==> config.mk <==
export PLATFORM = sky130hd
export DESIGN_NAME = icache_ctrl_flat
export DESIGN_NICKNAME = d
export VERILOG_FILES = /design/src/rtl/lc3b_pkg.sv /design/src/rtl/icache_ctrl_if.sv /design/src/rtl/icache_data_array.sv /design/src/rtl/icache_ctrl.sv /design/src/flat_wrapper.sv
export SDC_FILE = /design/constraint.sdc
export NUM_CORES = 1
export LEC_CHECK = 0
export ABC_AREA = 1
export CELL_PAD_IN_SITES_DETAIL_PLACEMENT = 1
export CELL_PAD_IN_SITES_GLOBAL_PLACEMENT = 1
export CORE_AREA = 5 5 302 304
export CTS_CLUSTER_DIAMETER = 40
export DETAILED_ROUTE_END_ITERATION = 8
export DIE_AREA = 0 0 307 309
export PLACE_DENSITY_LB_ADDON = 0.1
export RECOVER_POWER = 25
export SETUP_SLACK_MARGIN = 0.2
export SLEW_MARGIN = 40
export SYNTH_ARGS = -nofsm -noshare
export SYNTH_HDL_FRONTEND = slang
export SYNTH_SLANG_ARGS = --single-unit
==> constraint.sdc <==
create_clock -name clk -period 5.6 [get_ports clk]
set_clock_uncertainty 0.2 [all_clocks]
set_input_delay 1.12 -clock clk [delete_from_list [all_inputs] [get_ports clk]]
set_output_delay 1.12 -clock clk [all_outputs]
set_load 0.01 [all_outputs]
==> src/rtl/lc3b_pkg.sv <==
// Shared LC-3b constants and the instruction-cache FSM state type.
package lc3b_pkg;

    localparam int unsigned WORD_W            = 16;
    localparam int unsigned ICACHE_LINE_WORDS = 4;
    localparam int unsigned ICACHE_NUM_LINES  = 16;

    typedef enum logic [1:0] {
        IDLE,
        FILL,
        DONE
    } icache_state_t;

endpackage

==> src/rtl/icache_ctrl_if.sv <==
// Fetch-side and backing-memory signals of the instruction cache.
// The master modport is the cache itself; slave is the fetch stage plus memory.
interface icache_ctrl_if;
    import lc3b_pkg::*;

    logic [WORD_W-1:0] pc;
    logic              inv;
    logic [WORD_W-1:0] instr;
    logic              imem_r;
    logic              mem_req;
    logic [WORD_W-1:0] mem_addr;
    logic [WORD_W-1:0] mem_rdata;
    logic              mem_ack;

    modport master (
        input  pc,
        input  inv,
        output instr,
        output imem_r,
        output mem_req,
        output mem_addr,
        input  mem_rdata,
        input  mem_ack
    );

    modport slave (
        output pc,
        output inv,
        input  instr,
        input  imem_r,
        input  mem_req,
        input  mem_addr,
        output mem_rdata,
        output mem_ack
    );

endinterface

==> src/rtl/icache_data_array.sv <==
// Instruction-cache data store: combinational read, synchronous write, no reset.
module icache_data_array
    import lc3b_pkg::*;
#(
    parameter int unsigned LINE_WORDS = ICACHE_LINE_WORDS,
    parameter int unsigned NUM_LINES  = ICACHE_NUM_LINES
) (
    input  logic                         clk,
    input  logic [$clog2(NUM_LINES)-1:0] rd_idx,
    input  logic [$clog2(LINE_WORDS)-1:0] rd_off,
    output logic [WORD_W-1:0]            rd_data,
    input  logic                         we,
    input  logic [$clog2(NUM_LINES)-1:0] wr_idx,
    input  logic [$clog2(LINE_WORDS)-1:0] wr_off,
    input  logic [WORD_W-1:0]            wr_data
);

    logic [WORD_W-1:0] mem [NUM_LINES*LINE_WORDS];

    assign rd_data = mem[{rd_idx, rd_off}];

    // Line-fill write port, one word per accepted beat.
    always_ff @(posedge clk) begin
        if (we) begin
            mem[{wr_idx, wr_off}] <= wr_data;
        end
    end

endmodule

==> src/rtl/icache_ctrl.sv <==
// Direct-mapped read-only instruction cache with an in-order line-fill FSM.
module icache_ctrl
    import lc3b_pkg::*;
#(
    parameter int unsigned LINE_WORDS = ICACHE_LINE_WORDS,
    parameter int unsigned NUM_LINES  = ICACHE_NUM_LINES
) (
    input  logic          clk,
    input  logic          rst_n,
    icache_ctrl_if.master bus
);

    localparam int unsigned OFF_W = $clog2(LINE_WORDS);
    localparam int unsigned IDX_W = $clog2(NUM_LINES);
    localparam int unsigned TAG_W = WORD_W - 1 - OFF_W - IDX_W;
    localparam logic [OFF_W-1:0] LAST_BEAT = OFF_W'(LINE_WORDS - 1);

    logic [OFF_W-1:0] pc_off;
    logic [IDX_W-1:0] pc_idx;
    logic [TAG_W-1:0] pc_tag;
    logic             unused_pc0;

    icache_state_t     state_q, state_d;
    logic [TAG_W-1:0]  fill_tag_q, fill_tag_d;
    logic [IDX_W-1:0]  fill_idx_q, fill_idx_d;
    logic [OFF_W-1:0]  beat_q, beat_d;
    logic              kill_q, kill_d;
    logic [NUM_LINES-1:0] valid_q, valid_d;
    logic [TAG_W-1:0]  tag_q [NUM_LINES];
    logic              mem_req_q, mem_req_d;
    logic [WORD_W-1:0] mem_addr_q, mem_addr_d;

    logic              hit;
    logic              data_we;
    logic              tag_we;
    logic [WORD_W-1:0] rd_data;

    assign pc_off     = bus.pc[OFF_W:1];
    assign pc_idx     = bus.pc[OFF_W+IDX_W:OFF_W+1];
    assign pc_tag     = bus.pc[WORD_W-1:OFF_W+IDX_W+1];
    assign unused_pc0 = bus.pc[0];

    // Hits are only served from IDLE so a half-written line is never returned.
    assign hit = (state_q == IDLE) && valid_q[pc_idx] && (tag_q[pc_idx] == pc_tag);

    assign bus.imem_r   = hit;
    assign bus.instr    = hit ? rd_data : '0;
    assign bus.mem_req  = mem_req_q;
    assign bus.mem_addr = mem_addr_q;

    icache_data_array #(
        .LINE_WORDS (LINE_WORDS),
        .NUM_LINES  (NUM_LINES)
    ) u_data (
        .clk     (clk),
        .rd_idx  (pc_idx),
        .rd_off  (pc_off),
        .rd_data (rd_data),
        .we      (data_we),
        .wr_idx  (fill_idx_q),
        .wr_off  (beat_q),
        .wr_data (bus.mem_rdata)
    );

    // Next-state, fill bookkeeping, valid/kill updates and registered bus outputs.
    always_comb begin
        state_d    = state_q;
        fill_tag_d = fill_tag_q;
        fill_idx_d = fill_idx_q;
        beat_d     = beat_q;
        kill_d     = kill_q;
        valid_d    = valid_q;
        data_we    = 1'b0;
        tag_we     = 1'b0;

        unique case (state_q)
            IDLE: begin
                if (!hit && !bus.inv) begin
                    fill_tag_d = pc_tag;
                    fill_idx_d = pc_idx;
                    beat_d     = '0;
                    state_d    = FILL;
                end
            end
            FILL: begin
                if (mem_req_q && bus.mem_ack) begin
                    data_we = 1'b1;
                    if (beat_q == LAST_BEAT) begin
                        state_d = DONE;
                    end else begin
                        beat_d = beat_q + OFF_W'(1);
                    end
                end
                // The line still completes, it just never becomes valid.
                if (bus.inv) begin
                    kill_d = 1'b1;
                end
            end
            DONE: begin
                tag_we = 1'b1;
                if (!kill_q) begin
                    valid_d[fill_idx_q] = 1'b1;
                end
                kill_d  = 1'b0;
                state_d = IDLE;
            end
            default: begin
                state_d = IDLE;
            end
        endcase

        // Invalidate wins over a line being validated in the same cycle.
        if (bus.inv) begin
            valid_d = '0;
        end

        mem_req_d  = (state_d == FILL);
        mem_addr_d = mem_req_d ? {fill_tag_d, fill_idx_d, beat_d, 1'b0} : mem_addr_q;
    end

    // Control state with asynchronous reset.
    always_ff @(posedge clk or negedge rst_n) begin
        if (!rst_n) begin
            state_q    <= IDLE;
            fill_tag_q <= '0;
            fill_idx_q <= '0;
            beat_q     <= '0;
            kill_q     <= 1'b0;
            valid_q    <= '0;
            mem_req_q  <= 1'b0;
            mem_addr_q <= '0;
        end else begin
            state_q    <= state_d;
            fill_tag_q <= fill_tag_d;
            fill_idx_q <= fill_idx_d;
            beat_q     <= beat_d;
            kill_q     <= kill_d;
            valid_q    <= valid_d;
            mem_req_q  <= mem_req_d;
            mem_addr_q <= mem_addr_d;
        end
    end

    // Tag store is written once per completed fill and is not reset.
    always_ff @(posedge clk) begin
        if (tag_we) begin
            tag_q[fill_idx_q] <= fill_tag_q;
        end
    end

endmodule

==> src/flat_wrapper.sv <==
// flat-port wrapper written by rule: the top's interface ports become plain ports
module icache_ctrl_flat import lc3b_pkg::*;
#(
    parameter int unsigned LINE_WORDS = ICACHE_LINE_WORDS,
    parameter int unsigned NUM_LINES  = ICACHE_NUM_LINES
)
  (clk, rst_n, bus_pc, bus_inv, bus_instr, bus_imem_r, bus_mem_req, bus_mem_addr, bus_mem_rdata, bus_mem_ack);
  icache_ctrl_if bus_i ();
  input  logic clk;
  input  logic rst_n;
  input wire logic [$bits(bus_i.pc)-1:0] bus_pc;
  input wire logic [$bits(bus_i.inv)-1:0] bus_inv;
  output wire logic [$bits(bus_i.instr)-1:0] bus_instr;
  output wire logic [$bits(bus_i.imem_r)-1:0] bus_imem_r;
  output wire logic [$bits(bus_i.mem_req)-1:0] bus_mem_req;
  output wire logic [$bits(bus_i.mem_addr)-1:0] bus_mem_addr;
  input wire logic [$bits(bus_i.mem_rdata)-1:0] bus_mem_rdata;
  input wire logic [$bits(bus_i.mem_ack)-1:0] bus_mem_ack;
  assign bus_i.pc = bus_pc;
  assign bus_i.inv = bus_inv;
  assign bus_instr = bus_i.instr;
  assign bus_imem_r = bus_i.imem_r;
  assign bus_mem_req = bus_i.mem_req;
  assign bus_mem_addr = bus_i.mem_addr;
  assign bus_i.mem_rdata = bus_mem_rdata;
  assign bus_i.mem_ack = bus_mem_ack;
  icache_ctrl #(.LINE_WORDS(LINE_WORDS), .NUM_LINES(NUM_LINES)) u_core (.clk(clk), .rst_n(rst_n), .bus(bus_i));
endmodule
After elaboration in Yosys (flattened, before gate mapping)
Memories as Yosys holds them, arrays and structs flattened.
Cells that the tools add are included.
Word-level totals
  flip-flop bits (word level): 50
  memory bits (writable): 1168
  logic and storage cells: 63
  memories kept: 2
Memory list
  u_core.u_data.mem: depth 64, bits a word 16, read ports 1, clocked after memory_dff 0, write ports 1, RTL line icache_data_array.sv:18  | logic [WORD_W-1:0] mem [NUM_LINES*LINE_WORDS];
  u_core.tag_q: depth 16, bits a word 9, read ports 1, clocked after memory_dff 0, write ports 1, RTL line icache_ctrl.sv:29  | logic [TAG_W-1:0] tag_q [NUM_LINES];
Cells by class
  add/sub/neg operators: 1
  order comparisons: 3
  equality and inequality tests: 7
  muxes and demuxes: 29
  bitwise operators: 1
  reductions and logical operators: 12
Operator list (number)
  two-way mux 16 bit: 4
  two-way mux 9 bit: 2
  bitwise OR 16 bit: 1
  two-way mux 2 bit: 6
  less-than comparator 4 x 5 -> 1 bit, second input constant: 2
  two-way mux 1 bit: 10
  equality test 9 bit: 1
  two-way mux 4 bit: 2
  case mux 2 bit (2 select lines): 2
  logical AND 1 bit: 5
  binary-select mux 1 bit (select 4 bit): 1
  demux 1 bit (select 4 bit): 1
  equality test 2 x 1 -> 1 bit, second input constant: 2
  equality test 2 bit, second input constant: 2
  >= comparator 4 x 1 -> 1 bit, second input constant: 1
  != test 2 bit, second input constant: 2
  AND reduction 2 bit: 2
  nonzero test 2 bit: 2
  adder 2 x 1 -> 2 bit, second input constant: 1
  zero test 1 bit: 2
  zero test 2 bit: 1
  case mux 1 bit (2 select lines): 1

Depth between registers and ports, before layout
  depth in word-level cells: 9
  mapped depth: 21

Cells and area by module
A second synthesis with hierarchy kept.
Second synthesis, totals
  cells, all modules: 4426
  area total of the unflattened synthesis: 50537.2 um^2
By module, submodules not included
  icache_data_array: instances 1, cells each 3501, area an instance 41778.8 um^2, sequential area each 30749.5 um^2
  icache_ctrl: instances 1, cells each 925, area an instance 8758.4 um^2, sequential area each 5575.3 um^2

Worst setup path before layout
No wires, ideal clock.
  kind: input to output
  from: in bus_pc[3]
  to: out bus_instr[10]
  data arrival time: 2.793 ns
  data required time: 4.280 ns
  setup slack: 1.487 ns
  cell stages on the path: 16
  path buffers: 5
  cell sequence: buf_4 buf_6 buf_6 o211ai_1 nand3_1 nand3_1 nand2_1 nand2_1 nand2_1 inv_1 nand2_1 nor2_1 nand2_2 buf_2 buf_2 nor2_1
On the way
  cells in the longest elaborated chain, start to end: 5
Ends and longest elaborated chain
  from (decl): RTL line flat_wrapper.sv:11  | input wire logic [$bits(bus_i.pc)-1:0] bus_pc;
  branches (longest 4 deep; another with memory (16 x 9 bit))
  two-way mux 16 bit *: RTL line icache_ctrl.sv:47  | assign bus.instr = hit ? rd_data : '0;
  to (decl): RTL line flat_wrapper.sv:13  | output wire logic [$bits(bus_i.instr)-1:0] bus_instr;
Mark *: on every way between the ends. The select of a mux whose other input is x is not followed.

Worst setup path after layout
  from: in bus_pc[1]
  to: out bus_instr[6]
On the way
  cells in the longest elaborated chain, start to end: 2
Ends and longest elaborated chain (RTL line)
  memory (64 x 16 bit)
  two-way mux 16 bit: icache_ctrl.sv:47
Every way passes these cells.

==> flow_summary.yaml <==
cts:
  cts_root_buffer: "clkbuf_16"
  htreeDepth: 4
  cts_hold_buf: 0
  clk_latency_ns: 0.77
  cts_tree: "built"
  cts_buffer_depth: 3
  path_clk_slew_ns: 0.06
  cts.sinks: 1218
  numCtsBuffers: 156
logic_synthesis:
  synth-compound-area-share: 0.122
  synth_top_area_share: 0.718
  ys_async_sr_fraction: 0.0411
  synth_cells: 3762
  synth_fp_nets: 3798
  muxShareOfSynthArea: 0
  yosys_warnings: 0
  synth_seq_cells: 1218
  yosysSeqAreaShare: 0.743
  netlist.top_cell.by_area: "edfxtp_1"
  synth_top_family_by_area: "compound AO/OA/AOI/OAI gates"
  synth_ff_type: "edfxtp_1"
  syn_area_um2: 48900
  synth-simple-area-share: 0.102
  syn_area_per_cell_um2: 13.0
  synth_edf_count: 1168
  ys_types: 29
  synthXorXnorAreaFrac: 0
  synthAdderAreaFrac: 0
  synth_area_leaders: "edfxtp_1, nand2_1, a21oi_1"
timing:
  whs_ns: 0.278
  fmax_ghz: 0.185
  tightest_slew_ns: 4.13
  grt_setup_unrepaired: "true"
  slew_viol_final: 598
  setup_slack_ns: 0.205
  tns_ns: 0
  slew_headroom: -1.75
  min_period_ns: 5.40
  setup_viol: 0
  min_period_over_period: 0.963
  hold_viol_final: 0
setup_path:
  r2r_start: "u_core.tag_q[5][8]"
  cp.required_ns: 4.28
  arrival_ns: 4.08
  critPathMaxFanout: 44
  crit_path_top_delay_cell: "a221oi_1"
  r2r_cells: 19
  path_class: "input pin to output pin"
  crit_start: "bus_pc[1]"
  regToRegSetupSlack_ns: 2.32
  critPathCaptureType: "output pin"
  worstSetupStartpointType: "input pin"
  worstReg2RegEnd: "u_core.bus.mem_addr[5]"
  path_cells: "buf_12 -> clkinv_8 -> buf_12 -> buf_16 -> nand2_1 -> a221oi_1 -> o211ai_1 -> buf_4 -> nand3_1 -> nand2_1 -> nor2_1 -> clkdlybuf4s50_1"
  slowest_delay_ns: 0.62
run:
  maxCapViolations: 13
floorplan:
  ioPinCount: 70
  core_area_um2: 88000
  die_x_um: 307
  std_cell_rows: 109
  start_util: 0.555
  die-area_um2: 94900
  die_height_um: 309
place:
  hpwlAfterDp_um: 89700
  portBuffers: 67
  pre_cts_slack_ns: 0.0980
  place.gp.congestion: 0.830
  numPlacedInstances: 4924
grt:
  met2_usage: 0.534
  track_usage: 0.330
  grt_pass1_vias: 36384
  grt_overflow_total: 0
  grt-busiest-layer: "met2"
  grt_max_degree: 71
  use_met3: 0.0623
  grt_util_met1: 0.439
  antenna_found_initial: 8
  grt_pass1_wl_um: 233000
routing:
  postRouteAntennaNets: 0
  wire_per_inst_um: 30.7
  drt-initial-drc-count: 4121
  drt-total-wl_um: 160000
  via_per_inst: 6.58
  firstDrtPassIters: 5
  vias: 34384
  drc_errors: 0
run_status:
  status: "finished with violations"
  violations: "max-capacitance violations, max-slew violations"
finish:
  n_antenna_cell: 0
  final_common_cell: "edfxtp_1"
  syn2layout_area_growth_pct: 17.5
  fillCellCount: 8193
  finalNetCount: 3960
  most-common-layout-cells: "edfxtp_1, nand2_1, a21oi_1"
  final_cell_count_no_fill: 5223
  final_layout_size_suffix_gt1_frac: 0.125
pwr:
  p_leak_nw: 19.8
  powerDensity_nw_per_um2: 404
  peakVddDrop_v: 0.000357
min_path:
  min_to: "u_core.bus.mem_addr[1]"
  whs_path_depth: 2
  hp-start: "u_core.bus.mem_addr[1]"
  hold_path_class: "register to register"
==> power breakdown <==
group / internal (mW) / switching, mW / total, mW
clock network: 6.27 / 4.09 / 10.4
logic: 0.620 / 1.55 / 2.17
registers: 10.4 / 0.261 / 10.7
total: 17.3 / 5.91 / 23.2
==> cells by family after synthesis <==
family | count (synthesis)
flip-flops | 1218
AO/OA/AOI/OAI | 888
buffers and inverters | 394
other | 1
AND/OR/NAND/NOR | 1261
==> worst max-delay path by stage <==
stage / to / slack, ns / cells after the start
after floorplan: bus_instr[10] / 1.49 / 16
after global placement: bus_instr[11] / 0.26 / 12
after detailed placement: bus_instr[6] / 0.1 / 12
after CTS: bus_instr[2] / 0.17 / 10
after global routing: bus_instr[6] / 0.14 / 17
final: bus_instr[6] / 0.20 / 12
==> Yosys cell counts (all sizes together) (13+ instances only) <==
| master | count |
|---|---|
| and2 | 13 |
| a221oi | 77 |
| inv | 122 |
| o211ai | 112 |
| a32o | 128 |
| nor2 | 171 |
| buf | 50 |
| nand4 | 15 |
| nand2 | 921 |
| o21ai | 100 |
| dfrtp | 50 |
| clkbuf | 219 |
| edfxtp | 1168 |
| a221o | 51 |
| o221ai | 13 |
| nand3 | 139 |
| a21oi | 406 |
==> cell type report <==
type | count | area [um2] | area share
clock buffers | 174 | 3990 | 0.0696
flip-flops and latches | 1218 | 36300 | 0.633
well taps | 1165 | 1460 | 0.0254
multi-input cells | 2151 | 11100 | 0.193
clock inverters | 118 | 1370 | 0.0238
repair buffers | 272 | 2650 | 0.0461
inverters | 125 | 512 | 0.00891
==> what timing repair did <==
item,in CTS,in global routing
buffers inserted,0,2
gates cloned,0,2
pin swaps,1,3
endpoints found under the setup margin,16,16
resized for setup,8,20
==> state kept, by name (all words and copies together) (netlist names) <==
name,count
u_core.fill_tag_q,9
u_core.fill_idx_q,4
u_core.bus.mem_addr,15
u_core.beat_q,2
u_core.state_q,2
u_core.valid_q,16
u_core.u_data.mem,1024
u_core.bus.mem_req,1
u_core.tag_q,144
u_core.kill_q,1
==> critical path, delay by kind of cell <==
family                 cells  cell delay [ns]
AO/OA/AOI/OAI              2             0.84
buffers and inverters      6             1.51
AND/OR/NAND/NOR            4             0.55
==> per-stage QoR <==
| step | instance area (um2) | utilization | total power, mW |
|---|---|---|---|
| 6_report | 57400 | 0.653 | 23.2 |
| 5_1_grt | 57400 | 0.653 | 23.9 |
| 4_1_cts | 57200 | 0.651 | 23.2 |
| 3_5_place_dp | 51900 | 0.589 | 12.9 |
| 3_3_place_gp | 51800 | 0.589 | 12.8 |
| 2_1_floorplan | 48900 | - | 11.8 |
==> metal layers <==
layer	routed length [um]	vias to the layer above	share of wire
met5	32	-	0.00020
met4	7310	6	0.046
met3	15400	385	0.096
met2	76900	1997	0.48
met1	60400	17661	0.38
li1	-	14335	-
Power figures use the tool's default switching activity.
